### src/rtl/peak_sample_source.sv
// Frame transmitter: buffers up to K signed samples, then streams them to the peak finder under send_data/stop flow control.
// Optional build macro SKIP_NEG_EN: drop negative samples at load time.
module peak_sample_source #(
    parameter int N  = 16,
    parameter int K  = 42,
    parameter int AW = 6
) (
    input  logic         clk,
    input  logic         rst_n,
    input  logic         wr_en,
    input  logic [N-1:0] wr_data,
    input  logic         start,
    input  logic         send_data,
    input  logic         stop,
    output logic         ready,
    output logic [N-1:0] data_out,
    output logic         data_valid,
    output logic         frame_done,
    output logic         wr_full,
    output logic         busy
);

    typedef enum logic [1:0] {
        S_IDLE,
        S_ARMED,
        S_SEND,
        S_DONE
    } state_t;

    state_t        state_q, state_d;
    logic [AW-1:0] wp_q, wp_d;
    logic [AW-1:0] rp_q, rp_d;
    logic          ready_q, ready_d;
    logic          data_valid_q, data_valid_d;
    logic          frame_done_q, frame_done_d;
    logic [N-1:0]  data_out_q, data_out_d;

    logic [N-1:0]  buf_mem [K];

    logic          grant;
    logic          has_room;
    logic          sign_ok;
    logic          wr_accept;
    logic [AW-1:0] last_idx;

    assign grant    = send_data & ~stop;
    assign has_room = (wp_q < AW'(K));
    assign last_idx = wp_q - AW'(1);

`ifdef SKIP_NEG_EN
    assign sign_ok = ~wr_data[N-1];
`else
    assign sign_ok = 1'b1;
`endif

    assign wr_accept = (state_q == S_IDLE) & wr_en & has_room & sign_ok;

    // Sample storage is never reset; contents are only read below wp.
    always_ff @(posedge clk) begin
        if (wr_accept) begin
            buf_mem[wp_q] <= wr_data;
        end
    end

    always_comb begin
        state_d      = state_q;
        wp_d         = wp_q;
        rp_d         = rp_q;
        ready_d      = ready_q;
        data_valid_d = 1'b0;
        frame_done_d = 1'b0;
        data_out_d   = data_out_q;

        case (state_q)
            S_IDLE: begin
                if (wr_accept) begin
                    wp_d = wp_q + AW'(1);
                end
                // A write accepted on the same edge as start counts toward a non-empty frame.
                if (start && ((wp_q != '0) || wr_accept)) begin
                    state_d = S_ARMED;
                    ready_d = 1'b1;
                end
            end
            S_ARMED: begin
                if (grant) begin
                    state_d = S_SEND;
                    rp_d    = '0;
                end
            end
            S_SEND: begin
                if (grant) begin
                    data_out_d   = buf_mem[rp_q];
                    data_valid_d = 1'b1;
                    rp_d         = rp_q + AW'(1);
                    if (rp_q == last_idx) begin
                        state_d = S_DONE;
                    end
                end
            end
            S_DONE: begin
                frame_done_d = 1'b1;
                ready_d      = 1'b0;
                wp_d         = '0;
                state_d      = S_IDLE;
            end
            default: begin
                state_d = S_IDLE;
            end
        endcase
    end

    always_ff @(posedge clk or negedge rst_n) begin
        if (!rst_n) begin
            state_q      <= S_IDLE;
            wp_q         <= '0;
            rp_q         <= '0;
            ready_q      <= 1'b0;
            data_valid_q <= 1'b0;
            frame_done_q <= 1'b0;
            data_out_q   <= '0;
        end else begin
            state_q      <= state_d;
            wp_q         <= wp_d;
            rp_q         <= rp_d;
            ready_q      <= ready_d;
            data_valid_q <= data_valid_d;
            frame_done_q <= frame_done_d;
            data_out_q   <= data_out_d;
        end
    end

    assign ready      = ready_q;
    assign data_out   = data_out_q;
    assign data_valid = data_valid_q;
    assign frame_done = frame_done_q;
    assign wr_full    = (wp_q == AW'(K));
    assign busy       = (state_q != S_IDLE);

endmodule

### config.mk
export PLATFORM = sky130hd
export DESIGN_NAME = peak_sample_source
export DESIGN_NICKNAME = d
export VERILOG_FILES = /design/src/rtl/peak_sample_source.sv
export SDC_FILE = /design/constraint.sdc
export NUM_CORES = 1
export LEC_CHECK = 0
export ABC_CLOCK_PERIOD_IN_PS = 4300
export CAP_MARGIN = 40
export CORE_MARGIN = 2
export CORE_UTILIZATION = 30
export DETAILED_ROUTE_END_ITERATION = 7
export HOLD_SLACK_MARGIN = 0.06
export PLACE_DENSITY = 0.51
export REMOVE_ABC_BUFFERS = 1
export SKIP_CTS_REPAIR_TIMING = 1
export SYNTH_ARGS = -nofsm -noshare
export SYNTH_HDL_FRONTEND = slang
export SYNTH_SLANG_ARGS = --single-unit
export TNS_END_PERCENT = 5
### constraint.sdc
create_clock -name clk -period 4.3 [get_ports clk]
set_clock_uncertainty 0.1 [all_clocks]
set_input_delay 0.43 -clock clk [delete_from_list [all_inputs] [get_ports clk]]
set_output_delay 0.43 -clock clk [all_outputs]
set_load 0.01 [all_outputs]
# Word-level counts from Yosys, hierarchy flattened
# Memories as Yosys holds them, arrays and structs flattened. A register that Yosys moved wholly into a read port is not among the register bits.
# Index checks and enable logic that the tools add are counted.
[word_totals]
ff_bits = 17
ram_bits = 672
in_bits = 22
output_inout_bits = 21
elab_cells = 55
mem_count = 1
[op_classes]
add_sub_neg = 3
order_cmp = 1
eq_ne = 10
n_mux = 17
bitwise = 4
n_reduce_logical = 13
[memory_table]
columns = ["name", "words", "word_bits", "read_ports", "rd_clocked_by_memory_dff", "wr", "line", "text"]
rows = [
  ["buf_mem", 42, 16, 1, 1, 1, "38", "logic [N-1:0] buf_mem [K];"],
]
[op_table]
columns = ["operator", "n"]
rows = [
  ["case mux 6 bit (2 select lines)", 2],
  ["2-to-1 mux 6 bit", 3],
  ["adder 6 x 1 -> 6 bit (second input constant)", 2],
  ["2-to-1 mux 2 bit", 4],
  ["!= test 2 bit (second input constant)", 4],
  ["case mux 2 bit (4 select lines)", 1],
  ["== test 6 bit", 1],
  ["== test 6 bit (second input constant)", 1],
  ["< comparator 6 bit (second input constant)", 1],
  ["2-to-1 mux 1 bit", 6],
  ["AND reduction 2 bit", 3],
  ["nonzero test 2 bit", 3],
  ["nonzero test 6 bit", 1],
  ["subtractor 6 x 1 -> 6 bit (second input constant)", 1],
  ["== test 2 bit (second input constant)", 2],
  ["AND reduction 4 bit", 1],
  ["bitwise AND 1 bit", 3],
  ["AND reduction 3 bit", 1],
  ["== test 2 x 1 -> 1 bit (second input constant)", 1],
  ["logical NOT 2 bit", 1],
  ["!= test 2 x 1 -> 1 bit (second input constant)", 1],
  ["case mux 1 bit (2 select lines)", 1],
  ["logical AND 1 bit", 1],
  ["logical NOT 1 bit", 1],
  ["other kinds (2)", 2],
]

# Depth between registers and ports, before layout
# Gate-level depths: netlist (run 1).
[logic_depth]
depth_word = 7
mapped_depth = 9
ltp_nobuf = 7

# Worst setup path after synthesis (run 1)
# No wires, ideal clock.
[synth_path]
kind = "register to register"
startpoint = "register state_q[0]"
endpoint = "memory buf_mem[38][0] (enable)"
setup_ns = 0.388
t_arrival_ns = 2.297
required_ns = 3.812
path_slack_ns = 1.515
stages_incl_launch_ff = 7
path_buffers = 0
synth_period_minus_slack_ns = 2.785
path_cell_list = "dfrtp_1 -> inv_1 -> ha_1 -> inv_1 -> nor4_1 -> nand3_1 -> nor2_1"
[synth_via]
elab_chain_cells = 5
[synth_rtl]
columns = ["item", "line", "text"]
rows = [
  ["start, declared", "30", "state_t state_q, state_d;"],
  ["start signal, assigned", "123", "state_q <= state_d;"],
  ["logical NOT 2 bit", "56", "assign wr_accept = (state_q == S_IDLE) & wr_en & has_room & sign_ok;"],
  ["bitwise AND 1 bit (2 in a row)", "56", ""],
  ["2-to-1 mux 1 bit", "60", "if (wr_accept) begin"],
  ["2-to-1 mux 1 bit (implied by the code)", "61", "buf_mem[wp_q] <= wr_data;"],
  ["end, declared", "38", ""],
]
# Every way passes these cells.

# Worst setup path after layout (run 1)
[layout_path]
startpoint = "register state_q[0]"
endpoint = "memory buf_mem[22][8] (enable)"
# The elaborated chain is that of the path after synthesis.

==> results of run 1 <==
-- state kept, by name (all words and copies together) (netlist names) --
name and flops:
rp_q 6, frame_done 1, data_out 16, buf_mem 672, ready 1, data_valid 1
wp_q 6, state_q 2
-- cells in the mapped netlist, types with 7 or more instances --
library cell and n:
nand3_1 23, mux2i_1 19, mux4_2 160, o22ai_1 44, nor2b_1 8, edfxtp_1 672, dfrtp_1 33, o21ai_0 34
inv_1 11, nand2_1 44, buf_1 7, mux2_2 17, buf_6 7, o211ai_2 7, a211oi_1 18, buf_2 25
clkbuf_1 23, nor2_1 78, buf_4 11, ha_1 9
-- worst max-delay path: stages, from the launching register on --
cell	delay, ps
dfrtp_1	400
inv_1	150
ha_1	420
inv_1	200
nor4_1	620
nand3_1	600
nor2_1	260
buf_4	300
-- stage by stage --
stage               power (uW)  hold WS [ps]  setup TNS, ps
detailed placement       11600           398              0
floorplan                10400          34.4         -87610
finish                   17900           112              0
CTS                      18100          -200              0
global route             18600          83.7              0
global placement         11600           380              0
-- final timing paths --
path	slack, ps	end	from	depth (start not counted)
min in group asynchronous	360	data_out[4]	rst_n	2
max in group asynchronous	3120	rp_q[2]	rst_n	2
worst min register to register	400	data_out[1]	data_out[1]	2
worst max register to register	890	buf_mem[22][8]	state_q[0]	7
worst max-delay path	890	buf_mem[22][8]	state_q[0]	7
worst min-delay path	110	buf_mem[1][0]	wr_data[0]	1
-- metal layers --
layer | GRT usage | vias up | routed length, um
met5 | 0 | - | 12
met4 | 0.0348 | 2 | 1360
met3 | 0.0357 | 95 | 4560
met2 | 0.238 | 446 | 33500
met1 | 0.214 | 7254 | 31800
li1 | - | 5774 | -
-- power by group through the flow --
stage	Sequential (uW)	Clock (uW)	Combinational, uW
after global placement	8150	0	3440
after floorplan	8350	0	2000
after global routing	8030	6870	3650
final	8000	6450	3420
after detailed placement	8150	0	3480
after CTS	8010	6590	3490
-- final cells by class --
cell class                 instances  area [um^2]
fill                            8371        58900
antenna                            1         2.50
tap                             1186         1480
timing repair buffer             126         1230
multi-input combinational        541         6050
clock inverter                    33          327
clock buffer                     106         2150
inverter                          12         45.0
sequential                       705        21000
-- cell families after synthesis --
family / count (synthesis) / share of synthesized area
XOR/XNOR: 9 / 0.00337
multiplexers: 197 / 0.145
buffers and inverters: 86 / 0.0169
adder cells (fa/ha/maj): 9 / 0.00409
flip-flops: 705 / 0.764
AND/OR/NAND/NOR: 191 / 0.0324
AO/OA/AOI/OAI: 135 / 0.0340
-- cells in the final DEF (no fill, tap or decap), types with 18 or more instances in the layout --
cell type / instances
a211oi_1: 18
buf_4: 62
clkbuf_1: 20
clkbuf_16: 79
clkdlybuf4s50_1: 28
dfrtp_1: 29
edfxtp_1: 672
mux2i_1: 19
mux4_2: 160
nand2_1: 44
nand3_1: 23
nor2_1: 70
o21ai_0: 34
o22ai_1: 44
==> results.toml, run 1 <==
[global_route]
grt_max_degree = 55
grt_first_pass_wirelength_um = 102000
grt_antenna_before_repair = 3
track_usage = 0.152
grt_pass1_vias = 13800
grt-ovfl-total = 0

[timing]
rsz0062_at_grt = "false"
finalSetupViolations = 0
layout_setup_ws_ps = 888
final_hold_viol_count = 0
slew_viol_final = 0
max_freq_ghz = 0.293
max-slew-margin-rel = 0.309
tightestPinTransition_ps = 1030
post-route-min-period_ps = 3410
post-route-period-util = 0.794

[pwr]
p_seq_frac = 0.448
sw_frac_of_total = 0.266
cellPowerDensity_nw_per_um2 = 553
ir_drop_uv = 339
p_int_uw = 13100
combPwrFrac = 0.192
clock_power_share = 0.361
p_sw_uw = 4750
p_leak_uw = 0.0100

[synth]
synthDistinctLibCells = 58
synth_edf_count = 672
yosysSeqAreaShare = 0.764
netlist_instances = 1332
synthArstFlopShare = 0.0468
avgSynthCellArea_um2 = 20.6
synth_top_area_frac = 0.734
syn-cell-area_um2 = 27500
synth_warnings = 0
synth_area_leader_cell = "edfxtp_1"
synth.area.top_cells = "edfxtp_1 (73%), mux4_2 (13%), dfrtp_1 (3.0%), nor2_1 (1.1%), o22ai_1 (1.0%)"
synth_top_flop_cell = "edfxtp_1"
ys_ff_latch = 705

[detailed_routing]
totalWireLength_um = 71200
via_count = 13600
drc = 0
routed_via_density = 5.01
drtIter0Drc = 1439
antenna_left = 0
wl_per_cell_um = 26.3
first_pass_iters = 6

[setup_path]
path_max_fanout = 16
worstPathRequired_ps = 4480
cp-start-kind = "register"
worstPathArrival_ps = 3590
worst_setup_path_end_kind = "register"
path_class = "register to register"

[clocking]
cts_tree = "yes"
clk_pin_slew_worst_paths_ps = 60
clkSinkCount = 705
cts.path.max_buffers = 3
insertion_delay_ps = 620
cts-buffers-inserted = 76
htreeDepth = 3
clockRootBuffer = "clkbuf_16"

[placed_design]
gp_congestion = 0.852
dp_hpwl_um = 44800
io_buffers = 42
post_dp_cell_area_um2 = 29800
dpl_worst_slack_ps = 981
dp.cells = 2566

[finish]
final_cells = 2710
drive_gt1_frac = 0.271
area_growth_pct = 17.5
finish.instance_area_um2 = 32300
post-route-util = 0.354
fin_nets = 1493

[flow_run]
drv_cap = 0

[die]
pin_count = 43
core_area_um2 = 91200
die_y_um = 307
start_util = 0.301
fp.dieW_um = 307
num_rows = 111
dieArea_um2 = 94100

[run_status]
status = "completed"

[worst_hold_path]
hold_path_class = "input port to register"
Note: power is estimated with default switching activity, not from simulation.
==> inputs of run 2 (changes only) <==
- ABC_CLOCK_PERIOD_IN_PS: 4300 -> 3100
- PLACE_DENSITY: 0.51 -> 0.53
- clock period: 4.3 -> 3.1 ns (I/O delays scaled with it)
==> run 2 against run 1 <==
Compared with the run above: total power is 37% higher; core utilization up 0.11 points; sequential share of layout area shrank 0.20 points; flip-flop and latch count stayed put; non-clock buffer count grew 23; worst setup slack got worse by 810 ps; register-to-register slack got worse by 620 ps; combinational power rose by 41%; sequential power grew 37%; global-route usage is 0.35 points lower; die area unchanged; count of clock-buffer cells in the layout is 16 lower.
==> results.toml, run 2 (synthesis gave the netlist of run 1 again) <==
[run_status]
status = "completed"

[finish]
final_common_cell = "edfxtp_1"
finish.instance_area_um2 = 32400
seqCellArea_um2 = 21000
regMostFlops = "buf_mem"
post-route-util = 0.355
fin_nets = 1515
multiInputGateArea_um2 = 6040
final_cells = 2726
area_growth_pct = 17.8
drive_gt1_frac = 0.269
final_cell_mix = "edfxtp_1 (672), mux4_2 (160), buf_4 (78)"
largest_reg_flops = 672
nFillCells = 8348
antenna_cells = 0

[detailed_routing]
via_count = 13800
routed_via_density = 5.05
drtIter0Drc = 1500
drc = 0
wl_per_cell_um = 25.4
first_pass_iters = 6
antenna_left = 0
totalWireLength_um = 69200

[flow_run]
drv_cap = 0

[die]
core_area_um2 = 91200
start_util = 0.301
dieArea_um2 = 94100
pin_count = 43
fp.dieW_um = 307
num_rows = 111
die_y_um = 307

[placed_design]
io_buffers = 42
gp_congestion = 0.835
post_dp_cell_area_um2 = 30000
dp.cells = 2585
dp_hpwl_um = 43700

[global_route]
track_usage = 0.148
grt_first_pass_wirelength_um = 100000
grt_antenna_before_repair = 3
grt-ovfl-total = 0
grt_max_degree = 62
grt_pass1_vias = 14000

[setup_path]
worstPathCellList = "nand3b_1 > nor3b_1 > clkdlybuf4s50_1"
worst-path-buf-inv = 1
max_stage_delay_ps = 650
cp-start-kind = "register"
path_delay_family = "simple AND/OR/NAND/NOR gates"
cp_slowest_cell = "dfrtp_1"
path_max_fanout = 14
worst_setup_path_end_kind = "output pin"
worstPathArrival_ps = 2620
path_class = "register to output pin"
worstPathRequired_ps = 2690

[clocking]
cts-buffers-inserted = 75
cts_tree = "yes"
clockRootBuffer = "clkbuf_16"
insertion_delay_ps = 630
clkSinkCount = 705
cts.path.max_buffers = 3
clk_pin_slew_worst_paths_ps = 60
htreeDepth = 3

[pwr]
p_leak_uw = 0.0101
cellPowerDensity_nw_per_um2 = 754
ir_drop_uv = 362

[timing]
tightestPinTransition_ps = 988
max_freq_ghz = 0.330
post-route-period-util = 0.976
post-route-min-period_ps = 3030
finalSetupViolations = 0
final_hold_viol_count = 0
slew_viol_final = 0
max-slew-margin-rel = 0.334
rsz0062_at_grt = "false"

[worst_hold_path]
hold_path_class = "input port to register"
-- run 2: worst reg2reg max path, cell delays in order (launching register included) --
cell and delay, ps:
dfrtp_4 520, buf_12 310, mux4_2 610, nor2b_1 160, a221o_1 340, a211oi_1 540, a211oi_1 100
-- run 2: cell type report --
class / count / share of cell area
Clock inverter: 43 / 0.0117
Multi-Input combinational cell: 541 / 0.186
Timing Repair Buffer: 149 / 0.0456
Inverter: 12 / 0.00139
Tap cell: 1186 / 0.0458
Clock buffer: 90 / 0.0606
Sequential cell: 705 / 0.649
-- run 2: worst paths after layout --
path	from	cells after the start	endpoint	slack [ps]
max in group asynchronous	rst_n	3	data_out[3]	1880
min	wr_data[0]	1	buf_mem[3][0]	70
min in group asynchronous	rst_n	3	data_out[12]	110
min reg2reg	data_out[1]	2	data_out[1]	400
max reg2reg	rp_q[0]	6	data_out[2]	270
max	wp_q[3]	3	wr_full	70
-- run 2: routing by layer --
metal	GRT usage	vias to the layer above	share of wire	wire length (um)
li1	-	5819	-	-
met1	0.209	7344	0.44	30100
met2	0.231	493	0.47	32400
met3	0.0326	108	0.069	4760
met4	0.0424	0	0.027	1900
met5	0	-	0	0
-- run 2: report_power, final --
part / switching [uW] / leakage [uW] / internal [uW]
clock: 3740 / 0.00114 / 4900
combinational: 2560 / 0.00247 / 2260
sequential: 273 / 0.00645 / 10700
-- run 2: stage by stage --
step | setup slack [ps] | hold slack, ps | setup TNS [ps] | total power (uW)
floorplan | -5150 | -85.6 | -116410 | 13900
global placement | 259 | 383 | 0 | 16000
detailed placement | 290 | 111 | 0 | 16100
CTS | 137 | -568 | 0 | 24700
global route | 12.6 | 63.9 | 0 | 25400
finish | 73.7 | 72.9 | 0 | 24400
==> inputs of run 3 (changes only) <==
- ABC_CLOCK_PERIOD_IN_PS: 3100 -> unset
==> results of run 3 <==
The final DEF is identical to that of run 2; final timing and power are the same.
